`src/rtl/pipe_intr_skid_reg.sv`:
```
// IF/ID pipeline register with a valid/ready handshake, a 2-entry skid buffer,
// synchronous flush and interrupt tagging of the next accepted instruction.
module pipe_intr_skid_reg #(
   parameter int                 INST_W    = 32,
   parameter int                 PC_W      = 32,
   parameter int                 EXC_W     = 5,
   parameter logic [INST_W-1:0]  NOP_INST  = '0,
   parameter logic [EXC_W-1:0]   INTR_CODE = EXC_W'(1)
) (
   input  logic              clk,
   input  logic              rst_n,
   input  logic              in_valid,
   output logic              in_ready,
   input  logic [INST_W-1:0] in_inst,
   input  logic [PC_W-1:0]   in_pc,
   input  logic [PC_W-1:0]   in_pc4,
   input  logic [EXC_W-1:0]  in_exc,
   input  logic              flush,
   input  logic              intr_req,
   output logic              out_valid,
   input  logic              out_ready,
   output logic [INST_W-1:0] out_inst,
   output logic [PC_W-1:0]   out_pc,
   output logic [PC_W-1:0]   out_pc4,
   output logic [EXC_W-1:0]  out_exc,
   output logic              intr_pend
);

   // tag marks an entry that consumed the pending interrupt, so a flush can re-pend it
   typedef struct packed {
      logic [INST_W-1:0] inst;
      logic [PC_W-1:0]   pc;
      logic [PC_W-1:0]   pc4;
      logic [EXC_W-1:0]  exc;
      logic              tag;
   } entry_t;

   entry_t main_q, main_d;
   entry_t skid_q, skid_d;
   entry_t in_ent;
   logic   main_vld, main_vld_d;
   logic   skid_vld, skid_vld_d;
   logic   pend_q, pend_d;
   logic   accept, drain, want_tag;

   assign in_ready = ~skid_vld;
   assign accept   = in_valid & in_ready;
   assign drain    = main_vld & out_ready;
   assign want_tag = pend_q | intr_req;

   always_comb begin
      in_ent      = '0;
      in_ent.inst = in_inst;
      in_ent.pc   = in_pc;
      in_ent.pc4  = in_pc4;
      in_ent.tag  = want_tag;
      if (want_tag)
         in_ent.exc = (in_exc != '0) ? in_exc : INTR_CODE;
      else
         in_ent.exc = in_exc;
   end

   always_comb begin
      main_d     = main_q;
      skid_d     = skid_q;
      main_vld_d = main_vld;
      skid_vld_d = skid_vld;
      pend_d     = pend_q;
      if (flush) begin
         // any interrupt riding on a dropped entry (or arriving now) stays pending
         main_vld_d = 1'b0;
         skid_vld_d = 1'b0;
         pend_d     = pend_q | intr_req | (main_vld & main_q.tag) | (skid_vld & skid_q.tag);
      end else begin
         pend_d = accept ? 1'b0 : want_tag;
         if (!main_vld) begin
            if (accept) begin
               main_d     = in_ent;
               main_vld_d = 1'b1;
            end
         end else if (drain) begin
            if (skid_vld) begin
               main_d     = skid_q;
               skid_vld_d = 1'b0;
            end else if (accept) begin
               main_d = in_ent;
            end else begin
               main_vld_d = 1'b0;
            end
         end else if (accept) begin
            skid_d     = in_ent;
            skid_vld_d = 1'b1;
         end
      end
   end

   always_ff @(posedge clk or negedge rst_n) begin
      if (!rst_n) begin
         main_q   <= '0;
         skid_q   <= '0;
         main_vld <= 1'b0;
         skid_vld <= 1'b0;
         pend_q   <= 1'b0;
      end else begin
         main_q   <= main_d;
         skid_q   <= skid_d;
         main_vld <= main_vld_d;
         skid_vld <= skid_vld_d;
         pend_q   <= pend_d;
      end
   end

   assign out_valid = main_vld;
   assign out_inst  = main_vld ? main_q.inst : NOP_INST;
   assign out_pc    = main_q.pc;
   assign out_pc4   = main_q.pc4;
   assign out_exc   = main_q.exc;
   assign intr_pend = pend_q;

endmodule

```
`config.mk`:
```
export PLATFORM = sky130hd
export DESIGN_NAME = pipe_intr_skid_reg
export DESIGN_NICKNAME = d
export VERILOG_FILES = /design/src/rtl/pipe_intr_skid_reg.sv
export SDC_FILE = /design/constraint.sdc
export NUM_CORES = 1
export LEC_CHECK = 0
export CORE_MARGIN = 10
export CORE_UTILIZATION = 45
export DETAILED_ROUTE_END_ITERATION = 6
export PLACE_DENSITY = 0.71
export SLEW_MARGIN = 40
export SYNTH_ARGS = -nofsm -noshare
export SYNTH_HDL_FRONTEND = slang
export SYNTH_SLANG_ARGS = --single-unit
```
`constraint.sdc`:
```
create_clock -name clk -period 2.5 [get_ports clk]
set_input_delay 0.5 -clock clk [delete_from_list [all_inputs] [get_ports clk]]
set_output_delay 0.5 -clock clk [all_outputs]
set_load 0.02 [all_outputs]
```
== Word level (Yosys, flattened, before mapping) ==
Cells that the tools add are included.
Operators by class
  equal/unequal tests: 1
  muxes and demuxes: 18
  bitwise gates (word level): 10
  reduce and logical (&&, ||, !) cells: 6
Operators by type and width (number)
  $mux 102: 4
  $mux 32: 1
  $mux 1: 11
  $mux 5: 2
  $reduce_bool 5->1: 1
  $and 1x1->1: 4
  $reduce_and 2->1: 2
  $reduce_and 4->1: 1
  $not 1->1: 3
  $or 1x1->1: 3
  $reduce_bool 3->1: 1
  $ne 2x1->1 const B: 1
  $reduce_bool 2->1: 1
Storage, ports and cells
  register bits after elaboration: 207
  bits of input ports: 107
  output and inout port bits: 104
  word-level logic and storage cells: 48

== Longest topological paths before layout ==
Gate-level depths: netlist of run 1.
  word-level depth: 7
  mapped depth: 6
  depth with buffers taken out: 3

== Worst setup path before layout of run 1 ==
OpenSTA, ideal clock, no wires.
  path type: input to register
  from: input port flush
  to: register skid_q[20] (netlist name)
  library setup time: 0.125 ns
  arrival: 1.584 ns
  required time: 2.375 ns
  slack: 0.791 ns
  stages: 6
  path buffers: 3
  cell sequence: buf_2 nor3_1 nand3_1 buf_2 buf_6 mux2_4
On the way
  word-level cells in the longest chain between the ends: 2
Ends and longest elaborated chain
  start: declaration: line 18  | input logic flush,
  $not 1->1 (no line)
  $reduce_and 4->1 (no line)
  end signal: assignment: line 106  | skid_q <= skid_d;
  end: declaration: line 39  | entry_t skid_q, skid_d;
Every way passes these cells.
A chain may end at the register's enable or synchronous reset.

== Final worst setup path of run 1 ==
  from: register main_vld, in the netlist out_valid
  to: output port out_inst[29]
On the way
  word-level cells in the longest chain between the ends: 1
Ends and longest elaborated chain
  start: declaration: line 41  | logic main_vld, main_vld_d;
  start signal: assignment: line 107  | main_vld <= main_vld_d;
  $mux 32: line 114  | assign out_inst = main_vld ? main_q.inst : NOP_INST;
  end: declaration: line 22  | output logic [INST_W-1:0] out_inst,
Every way passes these cells.

==> impl_results.md, run 1 <==
- CTS clk-pin slew, worst paths: 0.06 ns
- Fin Hold WS: just under 0.5 ns
- Final ANT Viol Nets: 0
- Syn avg cell area: 14.25 um2
- Initial core utilization: 0.4569
- Worst slack, placed: 0.2570 ns
- Filler cell count in the final layout: between 1,500 and 2,000
- # rows: 54
- Inst Count DP: 1,075
- Area contributors post-synth: dfrtp_1, a2bb2oi_2, mux2_4
- Chip width: ~170 um
- Cts bufs inserted: 23
- Setup CP Type: flip-flop to output port
- Post-synth top area share: 0.5194
- Minimum clock period: 2.407 ns
- EDFF count, synth: 0
- Final Total Pwr: approximately 11 mW
- Antenna Cells: 0
- Max Cap Viol: 0
- Placed instance area: 0.01182 mm2
- Dominant cell type by area after synthesis: dfrtp_1
- Avg WL per Cell: 21.84 um
- Cell Area, Synth: 0.009972 mm2
- Peak VDD IR: between 0.5 and 0.6 mV
- Worst endpoint data arrival time: 1.91 ns
- Sequential cell area: 0.005180 mm2
- GP Congestion: 0.7332
- CTS Buffer Depth: 3
- CTS tree: done
- Synth warn: 0
- Hold Violations, Final: 0
- Commonest non-fill, non-tap cell in the layout: clkdlybuf4s50_1
- Setup Viol. Count Final: 0
- Cells after synthesis: 700
- Clock skew: 0.009975 ns
- Area of the multi-input gates: 0.003910 mm2
- Largest net degree at the start of global routing: roughly 110
- Final Max Tran Viols: 0
- Sum Neg Setup Slack: 0 ns
- Top FF cell, synth: dfrtp_1
- Yosys cell types: 30
- Most frequent cells in the layout: clkdlybuf4s50_1, dfrtp_1, o22ai_1
- Syn_nets: a little over 800
- Critical path capture point type: output port
- GR Overflow Total: 0
- Die Span Y: 168.9 um
- Async set or reset register ratio after synthesis: 1.000
- Slew @ Worst Pin: 0.6008 ns
- Final wirelength: 24,370 um
- Number of global-route vias before repair: 6,781
- Number of synthesized register bits: slightly above 200
- Final core occ: 0.5771
- First-pass GRT wire length: 39,470 um
- Nets: 928
- RSZ-0062 raised after global routing: false
- IO Pins: 211
- Iteration-0 DRC Markers: just under 400
- P_leak: between 5 and 6 nW
- Clk sinks: 207
- Fin area: roughly 0.013 mm2
- Worst Setup Slack, final: 0.09257 ns
- Fin cells: around 1,100
- DPL Wire Length: 15,110 um
- Initial antenna violation count: 1
- Area growth, synth to finish: 26.29%
- Worst-path fanout max: 23
- GRT Overall Usage: 0.1670
- CTS root buf: clkbuf_16
- # H-tree levels: 1
- Clk_lat worst skew: roughly 0.49 ns
- Core area: 0.02182 mm2
- IO Port Bufs: 210
- Worst min-delay path class: flip-flop to flip-flop
- Crit path required time: 2.00 ns
- Vias per cell: ~5.5
- Register area share after synthesis: 0.5194
- Status: complete, no violations
- Layout cells sized above 1: 0.2739
- DRC: 0
- Die footprint: 0.02851 mm2
- Post-route clock period utilization: 0.9630
- Slew margin rel.: 0.5995
- CP Launch Type: flip-flop
- Pre-antenna DRT Iters: 4
- Setup bufs post-CTS: 0
- Vias: 6,107
- Fmax: a little over 400 MHz
- Pwr dens: 862.5 mW/mm2
==> per-layer routing <==
layer	track usage	wire, um
met3	0.04933	1746
met1	0.2339	11210
met2	0.2509	11050
met5	0	0
met4	0.03482	371
==> area by class of cell <==
cell class,count,share of cell area
sequential,207,0.4113
multi-input combinational,359,0.3105
timing repair buffer,227,0.1891
clock buffer,31,0.05286
tap,280,0.02782
clock inverter,9,0.007551
inverter,3,0.0008942
==> power by group <==
part,switching [mW],internal (mW)
logic,1.10,1.73
registers,0.507,4.14
clock network,1.33,2.06
total,2.93,7.93
==> worst paths after layout <==
path / to / slack (ns) / depth (start not counted) / start
worst max-delay path: out_inst[29] / 0.09 / 3 / out_valid
worst min-delay path: skid_q[14] / 0.49 / 1 / skid_q[14]
worst max register to register: out_pc[27] / 0.66 / 5 / out_valid
worst min register to register: skid_q[14] / 0.49 / 1 / skid_q[14]
max in group asynchronous: out_pc4[4] / 1.21 / 3 / rst_n
min in group asynchronous: out_pc[14] / 0.56 / 2 / rst_n
==> state kept, by name (all words and copies together) (netlist names) <==
name       flops
intr_pend      1
out_exc        5
main_q        33
out_pc4       32
out_valid      1
out_pc        32
skid_q       102
skid_vld       1
==> worst max-delay path, stage by stage, from the launching register on <==
cell	delay [ns]
dfrtp_1	0.36
buf_6	0.22
and2_1	0.20
clkdlybuf4s50_1	0.62
==> synth_stat cells (2+ instances only) <==
cell type / n
and2_1: 32
a21oi_1: 4
inv_1: 3
buf_2: 16
nor2_1: 2
o21ai_0: 2
buf_6: 18
buf_4: 71
mux2_4: 79
dfrtp_1: 207
nand2b_1: 2
a2bb2oi_1: 11
o22ai_1: 101
mux2_1: 22
a2bb2oi_2: 90
a211oi_1: 2
buf_1: 5
clkbuf_1: 21
==> logic make-up after synthesis <==
family | after synthesis | synth area share
AOI/OAI and AO/OA | 214 | 0.2168
DFF | 207 | 0.5194
buffers and inverters | 134 | 0.09272
muxes | 102 | 0.1448
and+or+nand+nor | 43 | 0.02622
==> what timing repair did <==
item,CTS,global route
resized for setup,1,1
hold buffers,1,0
setup endpoints to repair,2,1
hold endpoints to repair,9,0
Power figures use the tool's default switching activity.
==> run 2: changes to the inputs <==
--- a/config.mk
+++ b/config.mk
@@ -9,7 +9,7 @@
 export CORE_UTILIZATION = 45
 export DETAILED_ROUTE_END_ITERATION = 6
 export PLACE_DENSITY = 0.71
-export SLEW_MARGIN = 40
+export SLEW_MARGIN = 5
 export SYNTH_ARGS = -nofsm -noshare
 export SYNTH_HDL_FRONTEND = slang
 export SYNTH_SLANG_ARGS = --single-unit
==> results of run 2 <==
The final DEF is identical to that of run 1; final timing and power are the same.
==> run 3: changes to the inputs <==
--- a/config.mk
+++ b/config.mk
@@ -5,7 +5,7 @@
 export SDC_FILE = /design/constraint.sdc
 export NUM_CORES = 1
 export LEC_CHECK = 0
-export CORE_MARGIN = 10
+export CORE_MARGIN = 2
 export CORE_UTILIZATION = 45
 export DETAILED_ROUTE_END_ITERATION = 6
 export PLACE_DENSITY = 0.71
==> impl_results.md, run 3 (same netlist as run 1, synthesis figures left out) <==
- Status: complete, no violations
- IO Pins: 211 (unchanged)
- Pwr dens: 843.4 mW/mm2 (-2.2%)
- Minimum clock period: 2.409 ns (+0.001506 ns)
- Final wirelength: 22,150 um (-9.1%)
- CP Launch Type: flip-flop
- Critical path, cell by cell: buf_4 -> and2_1 -> clkdlybuf4s50_1
- Fmax: 415.1 MHz (about the same)
- Sum Neg Setup Slack: 0 ns (unchanged)
- Clock skew: 0.006754 ns (-0.003221 ns)
- Final Max Tran Viols: 0 (unchanged)
- Avg WL per Cell: 19.86 um (-9.1%)
- First-pass GRT wire length: 36,150 um (-8.4%)
- Clk_lat worst skew: 0.49 ns (about the same)
- GR Overflow Total: 0 (unchanged)
- Peak VDD IR: 0.4180 mV (-26%)
- Area of the multi-input gates: 0.003910 mm2 (unchanged)
- GRT Overall Usage: 0.1879 (+0.02085)
- Max FFs per register: 102 (unchanged)
- Setup bufs post-CTS: 0 (unchanged)
- Die Span Y: 152.9 um (-9.5%)
- CTS Buffer Depth: 3 (unchanged)
- Crit path required time: 2.00 ns (about the same)
- Reg-to-Reg Start: out_valid
- Worst min-delay path class: flip-flop to flip-flop
- Worst R2R Setup Slack: 0.67 ns (about the same)
- Number of global-route vias before repair: 6,528 (-3.7%)
- # rows: 54 (unchanged)
- Sequential cell area: 0.005180 mm2 (unchanged)
- Core area: 0.02176 mm2 (-0.31%)
- # H-tree levels: 1 (unchanged)
- Area growth, synth to finish: 25.53%
- Antenna Cells: 0 (unchanged)
- Setup CP Type: flip-flop to output port
- Vias per cell: 5.543 (+1.3%)
- GP Congestion: 0.7646 (+4.3%)
- Worst endpoint data arrival time: 1.91 ns (about the same)
- Setup Viol. Count Final: 0 (unchanged)
- Worst Setup Slack, final: 0.09106 ns (-0.001506 ns)
- Worst-path fanout max: 21 (-8.7%)
- CP max stage cell: clkdlybuf4s50_1
- DRC: 0 (unchanged)
- Critical path capture point type: output port
- Die footprint: 0.02337 mm2 (-18%)
- Cts bufs inserted: 23 (unchanged)
- Regs by FF count: skid_q x102, main_q x33
- Nets: 927 (-0.11%)
- Most frequent cells in the layout: clkdlybuf4s50_1, dfrtp_1, o22ai_1
- Worst slack, placed: 0.2305 ns (-0.02655 ns)
- Initial antenna violation count: 0 (-1)
- Fin Hold WS: 0.4930 ns (+0.002598 ns)
- DPL Wire Length: 13,020 um (-14%)
- Hold endpoint: skid_q[6]
- Clk sinks: 207 (unchanged)
- Layout cells sized above 1: 0.2707 (-0.003265)
- Final ANT Viol Nets: 0 (unchanged)
- CTS clk-pin slew, worst paths: 0.06 ns (about the same)
- RSZ-0062 raised after global routing: false
- Initial core utilization: 0.4584 (+0.001419)
- Filler cell count in the final layout: 1,751 (-0.74%)
- P_leak: 5.348 nW (-0.53%)
- Iteration-0 DRC Markers: 367 (-7.8%)
- CTS tree: done
- Hold_sp: skid_q[6]
- Pre-antenna DRT Iters: 4 (unchanged)
- CTS root buf: clkbuf_16
- Min-Delay Path Depth: 1 (unchanged)
- Final core occ: 0.5754 (-0.001658)
- Crit path largest cell delay: 0.66 ns (+0.04 ns)
- Most flops, register: skid_q
- R2R depth: 5 (unchanged)
- Largest net degree at the start of global routing: 106 (unchanged)
- IO Port Bufs: 210 (unchanged)
- Chip width: 152.9 um (-9.5%)
- Vias: 6,181 (+1.2%)
- Worst R2R End: out_pc4[29]
- Max Cap Viol: 0 (unchanged)
- Post-route clock period utilization: 0.9636 (about the same)
- Slew margin rel.: 0.6319 (+0.03247)
- Hold Violations, Final: 0 (unchanged)
- Slew @ Worst Pin: 0.5471 ns (-0.05375 ns)
## run 3: layer usage
metal  track usage  vias up  wire, um
met5             0        -         0
met4       0.04938        0       444
met3       0.03998       38      1202
met2        0.2930      168     10130
met1        0.2685     3180     10370
li1              -     2795         -
## run 3: cell type report
class	count	area share
flip-flops and latches	207	0.4138
multi-input cells	359	0.3123
repair buffers	226	0.1894
clock buffers	31	0.05157
well taps	280	0.02799
clock inverters	9	0.003998
inverters	3	0.0008995
## run 3: worst max-delay path by stage
stage               from            to  cells past startpoint
6_report       out_valid  out_inst[23]                      3
5_1_grt        out_valid  out_inst[23]                      3
4_1_cts        out_valid  out_inst[22]                      3
3_5_place_dp   out_ready   out_pc4[14]                      5
3_3_place_gp    in_valid     out_pc[3]                      5
2_1_floorplan      flush    skid_q[20]                      6
## run 3: critical path, delay by kind of cell, from the launching register on
kind          cells  cell delay (ns)
buf+inv           2             0.91
flops             1             0.34
simple gates      1             0.16
## run 3: metrics by stage
step | std cells | instance area, um2 | total power, mW
2_1_floorplan | 700 | 9972 | 6.687
3_3_place_gp | 1074 | 11810 | 7.418
3_5_place_dp | 1074 | 11810 | 7.494
4_1_cts | 1115 | 12510 | 10.67
5_1_grt | 1115 | 12520 | 11.06
6_report | 1115 | 12520 | 10.56
## run 3: power by group
group | leakage, nW | switching, mW | total, mW | internal [mW]
clock | 0.345 | 1.32 | 3.12 | 1.80
sequential | 2.41 | 0.498 | 4.64 | 4.14
combinational | 2.59 | 1.07 | 2.79 | 1.72
## run 3: repair_timing
| action | CTS | global route |
|---|---|---|
| setup endpoints to repair | 0 | 2 |
| hold buffers | 1 | 0 |
| gates resized for setup | 0 | 2 |
| endpoints found under the hold margin | 50 | 0 |
